<file path="config.mk">
export PLATFORM = sky130hd
export DESIGN_NAME = fetch_align
export DESIGN_NICKNAME = d
export VERILOG_FILES = /design/src/rtl/fetch_align.sv
export SDC_FILE = /design/constraint.sdc
export NUM_CORES = 1
export LEC_CHECK = 0
export ABC_AREA = 0
export BUFFER_PORTS_ARGS = -buffer_cell sky130_fd_sc_hd__buf_4
export CELL_PAD_IN_SITES_DETAIL_PLACEMENT = 1
export CELL_PAD_IN_SITES_GLOBAL_PLACEMENT = 1
export CORE_AREA = 2 2 122 124
export CTS_CLUSTER_SIZE = 24
export DETAILED_ROUTE_END_ITERATION = 6
export DIE_AREA = 0 0 124 126
export PLACE_DENSITY_LB_ADDON = 0.1
export SLEW_MARGIN = 20
export SYNTH_ARGS = -nofsm -noshare
export SYNTH_HDL_FRONTEND = slang
export SYNTH_SLANG_ARGS = --single-unit
</file>
<file path="constraint.sdc">
create_clock -name clk -period 4.9 [get_ports clk]
set_clock_uncertainty 0.2 [all_clocks]
set_input_delay 0.735 -clock clk [delete_from_list [all_inputs] [get_ports clk]]
set_output_delay 0.735 -clock clk [all_outputs]
set_load 0.005 [all_outputs]
</file>
<file path="src/rtl/fetch_align.sv">
// Halfword realignment buffer between fetch and decode: turns a stream of aligned
// 32-bit fetch words into whole RVC / 32-bit instructions with their PCs.
module fetch_align #(
  parameter int          BUF_HW   = 4,
  parameter logic [31:0] RESET_PC = 32'h0
) (
  input  logic        clk,
  input  logic        rst,
  input  logic        flush_valid,
  input  logic [31:0] flush_addr,
  input  logic        fetch_valid,
  output logic        fetch_ready,
  input  logic [31:0] fetch_data,
  output logic        out_valid,
  input  logic        out_ready,
  output logic [31:0] out_instr,
  output logic [31:0] out_pc,
  output logic        out_rvc
);

  localparam int PTR_W = $clog2(BUF_HW);
  localparam int CNT_W = $clog2(BUF_HW + 1);
  localparam logic [CNT_W-1:0] RDY_LIM = CNT_W'(BUF_HW - 2);

  logic [15:0]      hw_q [BUF_HW];
  logic [PTR_W-1:0] rd_q, rd_d;
  logic [PTR_W-1:0] wr_q, wr_d;
  logic [CNT_W-1:0] cnt_q, cnt_d;
  logic [31:0]      pc_q, pc_d;
  logic             drop_q, drop_d;

  logic [15:0]      h0_s, h1_s;
  logic             h0_is32_s;
  logic             dec_valid_s, dec_rvc_s;
  logic [31:0]      dec_instr_s;
  logic             push_s, pop_s;
  logic [CNT_W-1:0] push_n_s, pop_n_s;
  logic             unused_addr_bit;

  assign unused_addr_bit = flush_addr[0];

  assign h0_s      = hw_q[rd_q];
  assign h1_s      = hw_q[rd_q + PTR_W'(1)];
  assign h0_is32_s = (h0_s[1:0] == 2'b11);

  // Instruction decode at the head of the buffer; a 32-bit head waits for its upper half.
  always_comb begin
    dec_valid_s = 1'b0;
    dec_rvc_s   = 1'b0;
    dec_instr_s = 32'h0;
    if ((cnt_q >= CNT_W'(1)) && !h0_is32_s) begin
      dec_valid_s = 1'b1;
      dec_rvc_s   = 1'b1;
      dec_instr_s = {16'h0, h0_s};
    end else if ((cnt_q >= CNT_W'(2)) && h0_is32_s) begin
      dec_valid_s = 1'b1;
      dec_rvc_s   = 1'b0;
      dec_instr_s = {h1_s, h0_s};
    end else begin
      dec_valid_s = 1'b0;
    end
  end

  // Ready looks only at the current fill level, so a push never relies on a same-cycle pop.
  assign fetch_ready = !flush_valid && (cnt_q <= RDY_LIM);
  assign out_valid   = dec_valid_s && !flush_valid;
  assign out_instr   = dec_instr_s;
  assign out_rvc     = dec_rvc_s;
  assign out_pc      = pc_q;

  assign push_s = fetch_valid && fetch_ready;
  assign pop_s  = out_valid && out_ready;

  // Next-state for pointers, fill level, PC and the post-redirect low-half drop.
  always_comb begin
    push_n_s = {CNT_W{1'b0}};
    pop_n_s  = {CNT_W{1'b0}};
    rd_d     = rd_q;
    wr_d     = wr_q;
    cnt_d    = cnt_q;
    pc_d     = pc_q;
    drop_d   = drop_q;
    if (flush_valid) begin
      rd_d   = {PTR_W{1'b0}};
      wr_d   = {PTR_W{1'b0}};
      cnt_d  = {CNT_W{1'b0}};
      pc_d   = {flush_addr[31:1], 1'b0};
      drop_d = flush_addr[1];
    end else begin
      if (push_s) begin
        push_n_s = drop_q ? CNT_W'(1) : CNT_W'(2);
        wr_d     = wr_q + (drop_q ? PTR_W'(1) : PTR_W'(2));
        drop_d   = 1'b0;
      end else begin
        push_n_s = {CNT_W{1'b0}};
      end
      if (pop_s) begin
        pop_n_s = dec_rvc_s ? CNT_W'(1) : CNT_W'(2);
        rd_d    = rd_q + (dec_rvc_s ? PTR_W'(1) : PTR_W'(2));
        pc_d    = pc_q + (dec_rvc_s ? 32'd2 : 32'd4);
      end else begin
        pop_n_s = {CNT_W{1'b0}};
      end
      cnt_d = cnt_q + push_n_s - pop_n_s;
    end
  end

  // Control state registers with synchronous active-low reset.
  always_ff @(posedge clk) begin
    if (!rst) begin
      rd_q   <= {PTR_W{1'b0}};
      wr_q   <= {PTR_W{1'b0}};
      cnt_q  <= {CNT_W{1'b0}};
      pc_q   <= RESET_PC;
      drop_q <= 1'b0;
    end else begin
      rd_q   <= rd_d;
      wr_q   <= wr_d;
      cnt_q  <= cnt_d;
      pc_q   <= pc_d;
      drop_q <= drop_d;
    end
  end

  // Halfword storage; contents are only meaningful below the fill level, so no reset.
  always_ff @(posedge clk) begin
    if (rst && push_s) begin
      if (drop_q) begin
        hw_q[wr_q] <= fetch_data[31:16];
      end else begin
        hw_q[wr_q]              <= fetch_data[15:0];
        hw_q[wr_q + PTR_W'(1)] <= fetch_data[31:16];
      end
    end
  end

endmodule
</file>
---- After elaboration in Yosys (flattened, before gate mapping) ----
Memories as Yosys holds them, arrays and structs flattened. A register that Yosys moved wholly into a read port is not among the register bits.
Index checks and enable logic that the tools add are counted.
storage, ports and cells
  word-level logic and storage cells ...... 59
  memories kept ........................... 1
  bits in writable memories ............... 64
  flip-flop bits (word level) ............. 40
memories
  name  depth  width  read ports  clocked after memory_dff  write ports  line  RTL
  hw_q  4      16     2           1                         2            25    logic [15:0] hw_q [BUF_HW];
cells by class
  bitwise operators ....................... 2
  equal/unequal tests ..................... 1
  multiplexer cells ....................... 27
  reduce and logical (&&, ||, !) cells .... 12
  $add $sub $neg .......................... 7
  $lt $le $gt $ge ......................... 3
operators by type and width
  kind                                                  count
  two-way mux 32 bit                                    4
  adder 32 x 3 -> 32 bit                                1
  two-way mux 16 bit                                    1
  two-way mux 2 bit                                     8
  two-way mux 1 bit                                     11
  two-way mux 3 bit                                     3
  logical AND 1 bit                                     7
  adder 2 x 1 -> 2 bit (second input constant)          2
  adder 2 bit                                           2
  nonzero test 2 bit                                    2
  adder 3 bit                                           1
  >= comparator 3 x 1 -> 1 bit (second input constant)  1
  >= comparator 3 x 2 -> 1 bit (second input constant)  1
  <= comparator 3 x 2 -> 1 bit (second input constant)  1
  subtractor 3 bit                                      1
  equality test 2 bit (second input constant)           1
  logical NOT 1 bit                                     2
  OR reduction 2 bit                                    1
  NOT 1 bit                                             1
  bitwise OR 1 bit                                      1

---- Longest topological paths before layout ----
  depth after elaboration ................. 9
  depth in mapped cells ................... 14
  depth with buffers taken out ............ 11

---- Worst setup path before layout ----
No wires, ideal clock.
  path kind ............................... flip-flop to flip-flop
  start point ............................. register with a tool-made name
  end point ............................... register pc_q[31], in the netlist out_pc[31]
  arrival ................................. 3.326 ns
  slack ................................... 1.300 ns
  required time ........................... 4.626 ns
  library setup time ...................... 0.074 ns
  clock period less this slack ............ 3.600 ns
  cell stages (with the launch flop) ...... 14
  path buffers ............................ 2
  cell sequence ........................... dfxtp_1 -> buf_6 -> mux4_2 -> and2_1 -> clkbuf_1 -> a21o_1 -> inv_1 -> ha_1 -> inv_1 -> fa_1 -> a211o_1 -> a21o_1 -> or4_1 -> a31oi_1
RTL lines
  element               line  RTL
  to (signal assigned)  120   pc_q <= pc_d;
  to (decl)             29    logic [31:0] pc_q, pc_d;

==> reports/summary.txt <==
Post-DP Area: 7262 um2
Max Clk Rate: 245.3 MHz
Antenna violations before repair: 0
Remaining DRCs: 0
Largest cells by area after synthesis: edfxtp_1 (32%), dfxtp_1 (14%), mux2_2 (12%)
Dpl hpwl: 11460 um
Kind of critical path: register to register
FF-to-FF setup slack: 0.82 ns
Global-route wire length before repair: 26710 um
Critical Path Fanout Max: 18
Crit path to: out_pc[31]$_SDFFE_PN0P_
Num Clock Sinks: 105
Core Area: 14310 um2
Reg power frac: 47.7%
Area of the multi-input gates: 3110 um2
IO Pins: 136
Post-Layout Cell Count: 823
Most frequent cells after synthesis: edfxtp_1 (64), mux2_2 (64), dfxtp_1 (41), o21ai_0 (40), mux4_2 (32)
Crit path arrival time: 4.16 ns
Warning count from the yosys run: 0
GR Overflow Total: 0
Leading area contributor after synthesis: edfxtp_1
Fin area: 7577 um2
Asr flop ratio synth: 0%
Die height: 126 um
Critical path endpoint category: register
Post-DRT Antenna Nets: 0
Final setup fails: 0
NumNets Final: 713
CP cell instances: buf_4 -> mux4_2 -> and2_1 -> a21o_1 -> inv_1 -> ha_1 -> inv_1 -> fa_1 -> nand3b_1 -> a21o_1 -> or4_1 -> a31oi_1
Synth Area per Inst: 11.86 um2
Register area: 2743 um2
Router iterations before antenna repair: 4
RSZ-0062 raised after global routing: no
# H-tree levels: 3
Pleak: 2.770 nW
Root Driver: clkbuf_16
Placed Cells: 808
Syn Inst Count: 512
Via count: 4812
EDFF count, synth: 64
CP startpoint kind: register
Detailed-route vias per instance: 5.847
Max Cap Viol: 0
Routability cong.: 0.7638
Max VDD drop: 0.0001786 V
Cell variety after synth: 50
Die Wd: 124 um
Number of fillers in the final layout: 1531
Top-area cell type share of the netlist area: 31.66%
Setup_tns: 0 ns
Worst Max-Slew Pin Slew: 1.012 ns
Area of the mapped netlist: 6071 um2
Clock network fraction of total power: 37.5%
Number of port buffers: 133
Routed WL per cell: 20.61 um
Clock transition at path regs: 0.07 ns
Layout cells sized above 1: 42.10%
Shortest period the worst path allows: 4.076 ns
Net Sw Frac: 24.66%
Area delta synth->final: 24.81%
Number of global-route vias before repair: 5041
R2R Path End: out_pc[31]$_SDFFE_PN0P_
Final core utilization: 52.94%
Sw Pwr: 519.6 uW
CTS buffer count: 9
Post-Syn Nets: 590
Largest net degree at the start of global routing: 62
Comb power frac: 14.8%
Final Max Slew Viols: 0
Synth Register Bits: 105
Worst skew pair latency: 0.35 ns
Post-cts resize count: 0
Drt total wl: 16960 um
Crit-path max cell delay: 0.61 ns
Initial DRC count: 276
CTS tree: done
Slew headroom: 32.44%
Primary FF master, synth: edfxtp_1
CP max-delay cell: mux4_2
Die area: 15620 um2
Worst Hold Class: register to register
Sequential element share of the synthesized area: 45.18%
Period Utilization, post-route: 83.18%
FP Rows: 44
Clock buffer depth: 2
Total GRT Usage: 22.31%
ANT cells: 0
WP data required: 4.98 ns
Postcts setup bufs: 0
Pint: 1.587 mW
Power Density: 278.0 nW/um2
Run status: complete, no violations
Worst r2r path cells: 12
Starting Density: 42.41%
CTS Hold Buffers Added: 0
Final hold vios: 0
==> cell type report <==
type	instances	share of cell area (%)
clock inverters	5	1.139
repair buffers	149	14.76
well taps	184	3.038
multi-input cells	354	41.05
inverters	16	0.7926
clock buffers	10	3.022
flip-flops and latches	105	36.20
==> how the worst min path moves through the flow <==
stage / to / slack [ns] / cells after the start / start
after detailed placement: out_pc[31]$_SDFFE_PN0P_ / 0.31 / 2 / out_pc[31]$_SDFFE_PN0P_
final: out_pc[31]$_SDFFE_PN0P_ / 0.33 / 2 / out_pc[31]$_SDFFE_PN0P_
after global placement: out_pc[31]$_SDFFE_PN0P_ / 0.29 / 2 / out_pc[31]$_SDFFE_PN0P_
after floorplan: out_pc[31]$_SDFFE_PN0P_ / 0.28 / 2 / out_pc[31]$_SDFFE_PN0P_
after global routing: out_pc[6]$_SDFFE_PN0P_ / 0.37 / 2 / out_pc[6]$_SDFFE_PN0P_
after CTS: out_pc[31]$_SDFFE_PN0P_ / 0.33 / 2 / out_pc[31]$_SDFFE_PN0P_
==> worst max-delay path: cells and delay by family, from the launching register on <==
family          cells  cell delay (ns)
compound gates      3             0.82
fa+ha+maj           2             0.56
buf+inv             3             0.42
flops               1             0.33
mux                 1             0.61
simple gates        3             1.06
==> flip-flops by register name, summed over array words and instances (netlist names), named ones only <==
name,count
hw_q,64
out_pc,31
cnt_q,3
rd_q,2
wr_q,2
drop_q,1
==> cells in the final DEF, fill, tap and decap left out, types with 11 or more instances in the layout <==
master / synthesis / final
mux4_2: 32 / 32
and3_1: 21 / 21
inv_1: 15 / 15
nand4_1: 11 / 11
or3_1: 11 / 11
xnor2_1: 11 / 11
buf_4: 5 / 149
mux2_2: 64 / 64
edfxtp_1: 64 / 64
a31oi_1: 20 / 20
dfxtp_1: 41 / 41
a21oi_1: 13 / 13
nand2_1: 15 / 15
nor2b_1: 18 / 18
nand3_1: 11 / 11
o21ai_0: 40 / 40
nor2_1: 15 / 15
==> layer usage <==
layer | global-route usage, % | wire (um)
met5 | 0 | 0
met4 | 5.420 | 157
met3 | 3.986 | 952
met2 | 39.75 | 8743
met1 | 27.84 | 7105
==> power groups by stage <==
stage / Combinational, mW / Sequential (mW) / Clock [mW]
floorplan: 0.161 / 1.02 / 0
global placement: 0.303 / 1.02 / 0
detailed placement: 0.313 / 1.03 / 0
CTS: 0.316 / 1.01 / 0.807
global route: 0.344 / 1.01 / 0.835
finish: 0.311 / 1.00 / 0.791
==> kinds of logic (layout without fill, tap and decap cells) <==
family,count (synthesis),count (layout),share of synthesized area (%)
simple gates,129,129,12.24
compound gates,105,105,10.72
flops,105,105,45.18
mux,99,99,24.24
buf+inv,53,180,3.751
xor+xnor,11,11,1.587
fa+ha+maj,9,9,2.226
other cells,1,1,0.06177
==> per-stage QoR <==
step	hold WS [ns]	power (mW)	setup WS, ns
floorplan	0.2841	1.178	1.300
global placement	0.2860	1.326	0.9128
detailed placement	0.3121	1.338	0.8252
CTS	0.3282	2.127	0.8034
global route	0.3719	2.190	0.5887
finish	0.3268	2.107	0.8241
(Power assumes the default switching activity.)
